## src/rtl/alu_mult_seq.sv

```systemverilog
// Sequential shift-and-add multiplier that drives the shared ALU with one ADD per cycle.
// Optional signed (mult) support is enabled by defining MULT_SIGNED_EN; the default build is multu.
module alu_mult_seq #(
  parameter int unsigned WIDTH = 32,
  parameter int unsigned CNT_W = 6
) (
  input  logic             clk,
  input  logic             reset,
  input  logic             start,
  input  logic [WIDTH-1:0] op_a,
  input  logic [WIDTH-1:0] op_b,
  output logic             busy,
  output logic             done,
  output logic [WIDTH-1:0] hi,
  output logic [WIDTH-1:0] lo,
  output logic [WIDTH-1:0] alu_a,
  output logic [WIDTH-1:0] alu_b,
  output logic [2:0]       alu_sel,
  input  logic [WIDTH-1:0] alu_result
);

  localparam int unsigned PW      = 2 * WIDTH;
  localparam logic [2:0]  SEL_ADD = 3'b010;
  localparam logic [2:0]  SEL_AND = 3'b000;
  localparam logic [CNT_W-1:0] LAST_ITER = CNT_W'(WIDTH - 1);

`ifdef MULT_SIGNED_EN
  typedef enum logic [1:0] {S_IDLE, S_RUN, S_FIXUP, S_DONE} state_t;
`else
  typedef enum logic [1:0] {S_IDLE, S_RUN, S_DONE} state_t;
`endif

  state_t           r_state;
  state_t           w_state_nxt;
  logic [WIDTH-1:0] r_hi;
  logic [WIDTH-1:0] r_lo;
  logic [WIDTH-1:0] r_mcand;
  logic [CNT_W-1:0] r_cnt;
  logic             r_busy;
  logic             r_done;
  logic [2:0]       r_alu_sel;
  logic             w_busy_nxt;
  logic             w_done_nxt;
  logic [2:0]       w_sel_nxt;
  logic             w_last;
  logic [WIDTH-1:0] w_sum;
  logic             w_carry;
  logic [WIDTH-1:0] w_cap_a;
  logic [WIDTH-1:0] w_cap_b;
`ifdef MULT_SIGNED_EN
  logic             r_sign;
  logic [PW-1:0]    w_neg;
`endif

  assign w_last = (r_cnt == LAST_ITER);

  // Operand capture: magnitudes in the signed build, raw values otherwise
`ifdef MULT_SIGNED_EN
  assign w_cap_a = op_a[WIDTH-1] ? (WIDTH'(0) - op_a) : op_a;
  assign w_cap_b = op_b[WIDTH-1] ? (WIDTH'(0) - op_b) : op_b;
  assign w_neg   = PW'(0) - {r_hi, r_lo};
`else
  assign w_cap_a = op_a;
  assign w_cap_b = op_b;
`endif

  // One iteration: add the multiplicand when the current multiplier bit is set
  always_comb begin
    w_sum   = r_hi;
    w_carry = 1'b0;
    if (r_lo[0]) begin
      w_sum   = alu_result;
      w_carry = (alu_result < r_hi);
    end
  end

  // State register
  always_ff @(posedge clk or posedge reset) begin
    if (reset) begin
      r_state <= S_IDLE;
    end else begin
      r_state <= w_state_nxt;
    end
  end

  // Next-state logic
  always_comb begin
    w_state_nxt = r_state;
    case (r_state)
      S_IDLE: begin
        if (start) w_state_nxt = S_RUN;
      end
      S_RUN: begin
`ifdef MULT_SIGNED_EN
        if (w_last) w_state_nxt = S_FIXUP;
`else
        if (w_last) w_state_nxt = S_DONE;
`endif
      end
`ifdef MULT_SIGNED_EN
      S_FIXUP: w_state_nxt = S_DONE;
`endif
      S_DONE:  w_state_nxt = S_IDLE;
      default: w_state_nxt = S_IDLE;
    endcase
  end

  // Output decode from the next state so the handshake and ALU select are registered
  always_comb begin
    w_busy_nxt = 1'b0;
    w_done_nxt = 1'b0;
    w_sel_nxt  = SEL_AND;
    if (w_state_nxt != S_IDLE) w_busy_nxt = 1'b1;
    if (w_state_nxt == S_DONE) w_done_nxt = 1'b1;
    if (w_state_nxt == S_RUN)  w_sel_nxt  = SEL_ADD;
  end

  always_ff @(posedge clk or posedge reset) begin
    if (reset) begin
      r_busy    <= 1'b0;
      r_done    <= 1'b0;
      r_alu_sel <= SEL_AND;
    end else begin
      r_busy    <= w_busy_nxt;
      r_done    <= w_done_nxt;
      r_alu_sel <= w_sel_nxt;
    end
  end

  // Product datapath: {HI,LO} shifts right one bit per RUN cycle
  always_ff @(posedge clk or posedge reset) begin
    if (reset) begin
      r_hi    <= '0;
      r_lo    <= '0;
      r_mcand <= '0;
      r_cnt   <= '0;
`ifdef MULT_SIGNED_EN
      r_sign  <= 1'b0;
`endif
    end else begin
      case (r_state)
        S_IDLE: begin
          if (start) begin
            r_mcand <= w_cap_a;
            r_lo    <= w_cap_b;
            r_hi    <= '0;
            r_cnt   <= '0;
`ifdef MULT_SIGNED_EN
            r_sign  <= op_a[WIDTH-1] ^ op_b[WIDTH-1];
`endif
          end
        end
        S_RUN: begin
          r_hi  <= {w_carry, w_sum[WIDTH-1:1]};
          r_lo  <= {w_sum[0], r_lo[WIDTH-1:1]};
          r_cnt <= r_cnt + CNT_W'(1);
        end
`ifdef MULT_SIGNED_EN
        S_FIXUP: begin
          if (r_sign) {r_hi, r_lo} <= w_neg;
        end
`endif
        default: begin
          r_hi <= r_hi;
        end
      endcase
    end
  end

  assign busy    = r_busy;
  assign done    = r_done;
  assign hi      = r_hi;
  assign lo      = r_lo;
  assign alu_a   = r_hi;
  assign alu_b   = r_mcand;
  assign alu_sel = r_alu_sel;

endmodule

```

## config.mk

```make
export PLATFORM = sky130hd
export DESIGN_NAME = alu_mult_seq
export DESIGN_NICKNAME = d
export VERILOG_FILES = /design/src/rtl/alu_mult_seq.sv
export SDC_FILE = /design/constraint.sdc
export NUM_CORES = 1
export LEC_CHECK = 0
export BUFFER_PORTS_ARGS = -buffer_cell sky130_fd_sc_hd__buf_4
export CAP_MARGIN = 5
export CORE_MARGIN = 2
export CORE_UTILIZATION = 40
export DETAILED_ROUTE_END_ITERATION = 10
export PLACE_DENSITY = 0.69
export SLEW_MARGIN = 40
export SYNTH_ARGS = -nofsm -noshare
export SYNTH_HDL_FRONTEND = slang
export SYNTH_SLANG_ARGS = --single-unit
```

## constraint.sdc

```tcl
create_clock -name clk -period 4.7 [get_ports clk]
set_input_delay 0.94 -clock clk [delete_from_list [all_inputs] [get_ports clk]]
set_output_delay 0.94 -clock clk [all_outputs]
set_load 0.03 [all_outputs]
```

==> flow_summary_export.csv, run 1 <==
group,metric,value,unit
outcome,outcome,"completed",
logic_synthesis,synth_edf_count,0,
setup_path,endpoint_kind,"output port",
timing,worst_pin_slew,0.7225,ns
die,core,0.01372,mm^2
die,die_h,122.0,um
die,die_width,122.0,um
worst_hold_path,holdPathEnd,"alu_b[4]",
drt,num_vias,4772,
clock_network,cts_buffers,9,
cells_and_area,syn2layout_area_growth,33.21,%
timing,rsz0062_at_grt,"no",
timing,maxSlewViolCount,0,
global_routing,grt_pass1_wl,22.80,mm
place,pre_cts_ws,2.308,ns
power,clockPowerShare,13.3,%
cells_and_area,final_area,0.007417,mm^2
global_routing,track_usage,19.28,%
drt,routedWlPerCell,15.28,um
power,seqPwrFrac,31.5,%
power,p_leak,3.730,nW
power,internal_power,3.043,mW
setup_path,worst_path_largest_cell_delay,0.81,ns
power,comb_power_share,55.1,%
setup_path,worstPathCellList,"buf_4",
logic_synthesis,synth_simple_gate_area_share,13.30,%
drt,drt-initial-drc-count,335,
die,pin_count,232,
drt,drc,0,
drt,via_per_inst,5.071,
power,ir_drop,422.9,uV
clock_network,cts.reportedPaths.clkPinSlew,0.07,ns
logic_synthesis,syn_area_per_cell,9.583,um^2
clock_network,cts_sinks,107,
timing,max_freq,418.0,MHz
cells_and_area,final_util,54.06,%
drt,first_pass_iters,6,
setup_path,rr_startpoint,"r_state[0]",
worst_hold_path,hp-start,"alu_b[4]",
place,port_buffers,229,
logic_synthesis,yosysWarnings,0,
clock_network,clockBufferDepth,2,
timing,hold_violations,0,
power,p_per_area,787.0,mW/mm^2
logic_synthesis,synth_compound_area_share,15.19,%
global_routing,grt_pass1_vias,4591,
setup_path,crit_family,"flip-flops",
setup_path,r2r_slack,2.45,ns
cells_and_area,stdcell_count,941,
setup_path,critPathMaxFanout,35,
timing,post-route-period-util,50.90,%
logic_synthesis,synthesis.area,0.005568,mm^2
place,dp_hpwl,10.22,mm
cells_and_area,drive_above_1_share,34.43,%
timing,relSlewSlack,51.83,%
logic_synthesis,synthCells,581,
setup_path,critical-path-slowest-cell,"dfrtp_4",
place,place_inst,925,
clock_network,postCtsSetupBuffers,0,
logic_synthesis,synth-xor-area-share,0,%
clock_network,ctsHoldBuffers,0,
drt,drtAntennaViolNets,0,
worst_hold_path,hp-class,"reg2reg",
cells_and_area,n_antenna_cell,0,
cells_and_area,fill_cells,1224,
place,place_area,0.007118,mm^2
global_routing,grt_overflow,0,
cells_and_area,finalNetCount,887,
logic_synthesis,synth_seq_cells,107,
setup_path,critPathBufInv,1,
setup_path,crit_required,3.76,ns
logic_synthesis,synth_top_family_by_area,"compound AO/OA/AOI/OAI gates",
timing,clock_skew,0.009651,ns
timing,finalCriticalPeriod,2.392,ns
setup_path,start_kind,"flip-flop",
place,gp_congestion,0.7624,
logic_synthesis,synth_cell_types,39,
logic_synthesis,ys.flop_type,"dfrtp_1",
clock_network,postCtsResizedCells,0,
die,initial_core_util,40.58,%
die,die_area,0.01488,mm^2
logic_synthesis,synthMuxAreaShare,5.753,%
timing,finalWorstSetupSlack,2.308,ns
timing,tns,0,ns
clock_network,cts_tree,"done",
run,maxCapViolations,0,
setup_path,reg2reg_to,"r_cnt[5]",
setup_path,crit_type,"reg2out",
logic_synthesis,async_flop_share,100.0,%
setup_path,arrival,1.45,ns
worst_hold_path,hold_depth,2,
power,switchingPower,2.794,mW
global_routing,grt_start_max_net_pins,80,
clock_network,clk_latency,0.36,ns
clock_network,htree_levels,3,
setup_path,r2r_cells,5,
timing,setup_viol,0,
power,switching_share,47.87,%
logic_synthesis,seq_area_frac_synth,48.09,%
logic_synthesis,synthAdderAreaFrac,7.191,%
die,rows,43,
global_routing,antenna_found_initial,0,
drt,drt_wl_total,14.38,mm
clock_network,root_buffer,"clkbuf_16",
## cell usage after synthesis, drive strengths merged, types with 2 or more instances
master  number  area [um^2]
o211ai       2        15.01
a21o         2        15.01
nand3        4        20.02
buf         57        402.9
mux2i       32        320.3
nor2b        7        46.30
a221oi       2        17.52
a21oi       14        70.07
nor2         4        15.01
nor4         2        12.51
nand2b       5        38.78
a22oi       31        232.7
clkbuf      12        45.04
inv         35        131.4
o22ai       31        193.9
nand2      140        525.5
dfrtp      107         2678
o21ai       40        200.2
nand4        4        31.28
and4         2        17.52
ha          32        400.4
o21a         3        22.52
nor3         3        15.01
## logic make-up (layout without fill, tap and decap cells)
logic type               Yosys count  in the layout
AO/OA/AOI/OAI                    132            132
adder cells (fa/ha/maj)           32             32
buffers and inverters            104            283
flip-flops                       107            107
multiplexers                      32             32
other                              1              2
AND/OR/NAND/NOR                  173            173
## final cells by class
type | count | area, um^2 | area share (%)
sequential | 107 | 2683 | 36.17
multi-input combinational | 371 | 2332 | 31.44
timing repair buffer | 232 | 1742 | 23.48
clock buffer | 9 | 225.2 | 3.036
tap | 180 | 225.2 | 3.036
inverter | 35 | 136.4 | 1.839
clock inverter | 7 | 73.82 | 0.9953
## through the flow
step,hold WS [ns],power (mW)
finish,0.4782,5.838
global route,0.4992,6.229
CTS,0.4809,5.889
detailed placement,0.4635,5.090
global placement,0.4609,5.028
floorplan,0.4437,4.033
## power groups by stage
stage / logic [mW] / registers (mW) / clock network (mW)
3_3_place_gp: 3.20 / 1.83 / 0
5_1_grt: 3.48 / 1.91 / 0.840
6_report: 3.22 / 1.84 / 0.778
2_1_floorplan: 1.52 / 2.51 / 0
4_1_cts: 3.24 / 1.84 / 0.802
3_5_place_dp: 3.24 / 1.85 / 0
## per-layer routing
layer / part of all wire, % / vias to the layer above / wire length (um) / GRT usage (%)
li1: - / 2304 / - / -
met1: 44 / 2278 / 6321 / 25.64
met2: 47 / 164 / 6729 / 30.17
met3: 6.5 / 26 / 928 / 3.979
met4: 2.8 / 0 / 398 / 9.052
met5: 0 / - / 0 / 0
## flip-flops by register name, indices dropped and copies added (netlist names)
signal,count
busy,1
alu_sel,1
done,1
r_state,2
alu_a,32
r_cnt,6
lo,32
alu_b,32
## worst max path at each step
stage / from / to / slack, ns / cells past startpoint
detailed placement: alu_result[14] / alu_a[31] / 2.31 / 7
global route: r_state[0] / alu_a[3] / 2.23 / 4
finish: lo[0] / lo[0] / 2.31 / 1
global placement: start / r_cnt[5] / 2.09 / 5
floorplan: reset / alu_a[0] / 0.94 / 1
CTS: lo[0] / lo[0] / 2.29 / 1
## cell usage in the layout, fill, tap and decap left out, types with 2 or more instances in the layout
master / instances
o21ai_0: 39
clkbuf_16: 9
nand3_1: 4
conb_1: 2
nand4_1: 3
inv_6: 2
buf_4: 232
o21a_1: 3
o22ai_1: 31
and4_1: 2
a221oi_1: 2
a21o_1: 2
o211ai_1: 2
nor2_1: 4
nor2b_4: 2
nor3_1: 3
nor2b_1: 4
inv_1: 33
dfrtp_1: 105
a21oi_1: 14
ha_1: 32
nand2b_1: 3
clkinv_2: 2
nor4_1: 2
a22oi_1: 31
clkinv_4: 2
nand2_1: 140
mux2i_1: 32
## worst min-delay path: cells and delay by family (launching register included)
family           cells  cell delay [ns]
DFF                  1             0.35
and+or+nand+nor      2             0.10
(Power assumes the default switching activity.)
==> inputs of run 2 (changes only) <==
--- a/config.mk
+++ b/config.mk
@@ -10,7 +10,7 @@
 export CORE_MARGIN = 2
 export CORE_UTILIZATION = 40
 export DETAILED_ROUTE_END_ITERATION = 10
-export PLACE_DENSITY = 0.69
+export PLACE_DENSITY = 0.71
 export SLEW_MARGIN = 40
 export SYNTH_ARGS = -nofsm -noshare
 export SYNTH_HDL_FRONTEND = slang
==> constraint.sdc (replaced) <==
create_clock -name clk -period 2.15 [get_ports clk]
set_input_delay 0.43 -clock clk [delete_from_list [all_inputs] [get_ports clk]]
set_output_delay 0.43 -clock clk [all_outputs]
set_load 0.03 [all_outputs]
==> run 2 against run 1 <==
Compared with the run above: worst hold slack lost 0.23 ns; routed wire length shrank 1.4%; utilization grew 0.32 points; setup slack lost 1.9 ns; sequential power grew 110%; global-route usage shrank 0.34 points; combinational power grew 120%; count of clock-buffer cells in the layout grew 1; sequential share of layout area shrank 0.26 points; cell area grew 0.59%; via count grew 0.63%; critical path type is now reg2reg.
==> flow_summary_export.csv, run 2 (synthesis gave the netlist of run 1 again) <==
group,metric,value,unit
timing,rsz0062_at_grt,"no",
clock_network,clk_latency,0.35,ns
setup_path,crit_type,"reg2reg",
global_routing,grt_pass1_vias,4526,
clock_network,cts_tree,"done",
cells_and_area,mostFrequentLayoutCells,"buf_4 (240), nand2_1 (140), dfrtp_1 (106)",
timing,setup_viol,0,
setup_path,arrival,2.00,ns
timing,max_freq,560.6,MHz
place,dp_hpwl,10.47,mm
clock_network,clockBufferDepth,2,
clock_network,cts_buffers,9,
timing,worst_pin_slew,0.5732,ns
cells_and_area,n_antenna_cell,0,
timing,finalCriticalPeriod,1.784,ns
drt,drtAntennaViolNets,0,
die,initial_core_util,40.58,%
cells_and_area,drive_above_1_share,34.81,%
die,pin_count,232,
global_routing,grt_start_max_net_pins,108,
setup_path,critPathMaxFanout,4,
clock_network,cts_sinks,107,
clock_network,ctsHoldBuffers,0,
cells_and_area,mostFrequentLayoutCell,"buf_4",
timing,hold_violations,0,
outcome,outcome,"completed",
die,rows,43,
clock_network,postCtsResizedCells,0,
cells_and_area,syn2layout_area_growth,34.00,%
timing,maxSlewViolCount,0,
clock_network,htree_levels,3,
timing,tns,0,ns
timing,post-route-period-util,82.97,%
clock_network,postCtsSetupBuffers,0,
place,place_inst,934,
global_routing,grt_pass1_wl,22.45,mm
clock_network,root_buffer,"clkbuf_16",
drt,drt-initial-drc-count,294,
timing,timing.hold.ws,0.2468,ns
setup_path,crit_required,2.37,ns
die,die_h,122.0,um
place,port_buffers,229,
place,gp_congestion,0.8455,
drt,drt_wl_total,14.18,mm
run,maxCapViolations,0,
worst_hold_path,hp-class,"in2async",
global_routing,grt_overflow,0,
setup_path,start_kind,"flip-flop",
timing,relSlewSlack,61.73,%
cells_and_area,finalNetCount,896,
global_routing,antenna_found_initial,0,
drt,first_pass_iters,4,
die,die_width,122.0,um
drt,drc,0,
cells_and_area,fill_cells,1259,
drt,routedWlPerCell,14.93,um
die,die_area,0.01488,mm^2
die,core,0.01372,mm^2
cells_and_area,stdcell_count,950,
timing,clock_skew,0.007719,ns
drt,via_per_inst,5.055,
setup_path,endpoint_kind,"flip-flop",
drt,num_vias,4802,
clock_network,cts.reportedPaths.clkPinSlew,0.08,ns
power,ir_drop,887.8,uV
global_routing,track_usage,18.95,%
power,p_leak,3.751,nW
power,p_per_area,1702,mW/mm^2
run 2: cell count changes in the layout (fill, tap and decap cells not counted), moves of 2 or more:
cell        delta
nor2b_2        +2
buf_4          +8
nor2b_4        -2
clkinvlp_4     +3
inv_6          -2
clkinv_2       -2
run 2: path summary, 6_finish.rpt:
path | from | endpoint | slack (ns) | depth (start not counted)
setup / recovery | alu_a[15] | alu_a[31] | 0.37 | 7
hold / removal | reset | lo[24] | 0.25 | 3
setup reg to reg | alu_a[15] | alu_a[31] | 0.37 | 7
hold reg to reg | alu_b[7] | alu_b[7] | 0.48 | 2
max in group asynchronous | reset | lo[0] | 1.48 | 3
min in group clk | op_a[22] | alu_b[22] | 0.26 | 3
run 2: final cells by class:
type / count / area (um^2) / share of cell area, %
tap: 180 / 225.2 / 3.019
sequential: 107 / 2679 / 35.90
timing repair buffer: 241 / 1822 / 24.42
clock inverter: 6 / 51.30 / 0.6876
multi-input combinational: 371 / 2320 / 31.09
clock buffer: 10 / 229.0 / 3.069
inverter: 35 / 135.1 / 1.811
run 2: through the flow:
| stage | power, mW | setup slack (ns) | util [%] | area [um^2] |
|---|---|---|---|---|
| after global routing | 13.57 | 0.1942 | 54.38 | 7461 |
| after CTS | 12.82 | 0.3624 | 54.38 | 7461 |
| after detailed placement | 11.21 | 0.3213 | 52.34 | 7181 |
| after global placement | 11.06 | 0.3361 | 52.34 | 7181 |
| after floorplan | 8.817 | 0.3832 | - | 5575 |
| final | 12.70 | 0.3662 | 54.38 | 7461 |
run 2: critical path, stage by stage (launching register included):
cell and delay, ns:
dfrtp_1 0.43, inv_1 0.08, ha_1 0.31, nand4_1 0.10, nor3_1 0.26, nand2_1 0.08
o211ai_1 0.24, a41oi_2 0.14
run 2: power breakdown:
part           leakage (nW)  switching [mW]  internal [mW]
Sequential             1.31           0.921           3.00
Clock                 0.127           0.778          0.799
Combinational          2.31            4.42           2.78
run 2: layer usage:
layer,global-route usage [%],part of all wire (%)
met1,25.25,43
met2,30.31,48
met3,5.056,8.0
met4,5.675,1.3
met5,0,0
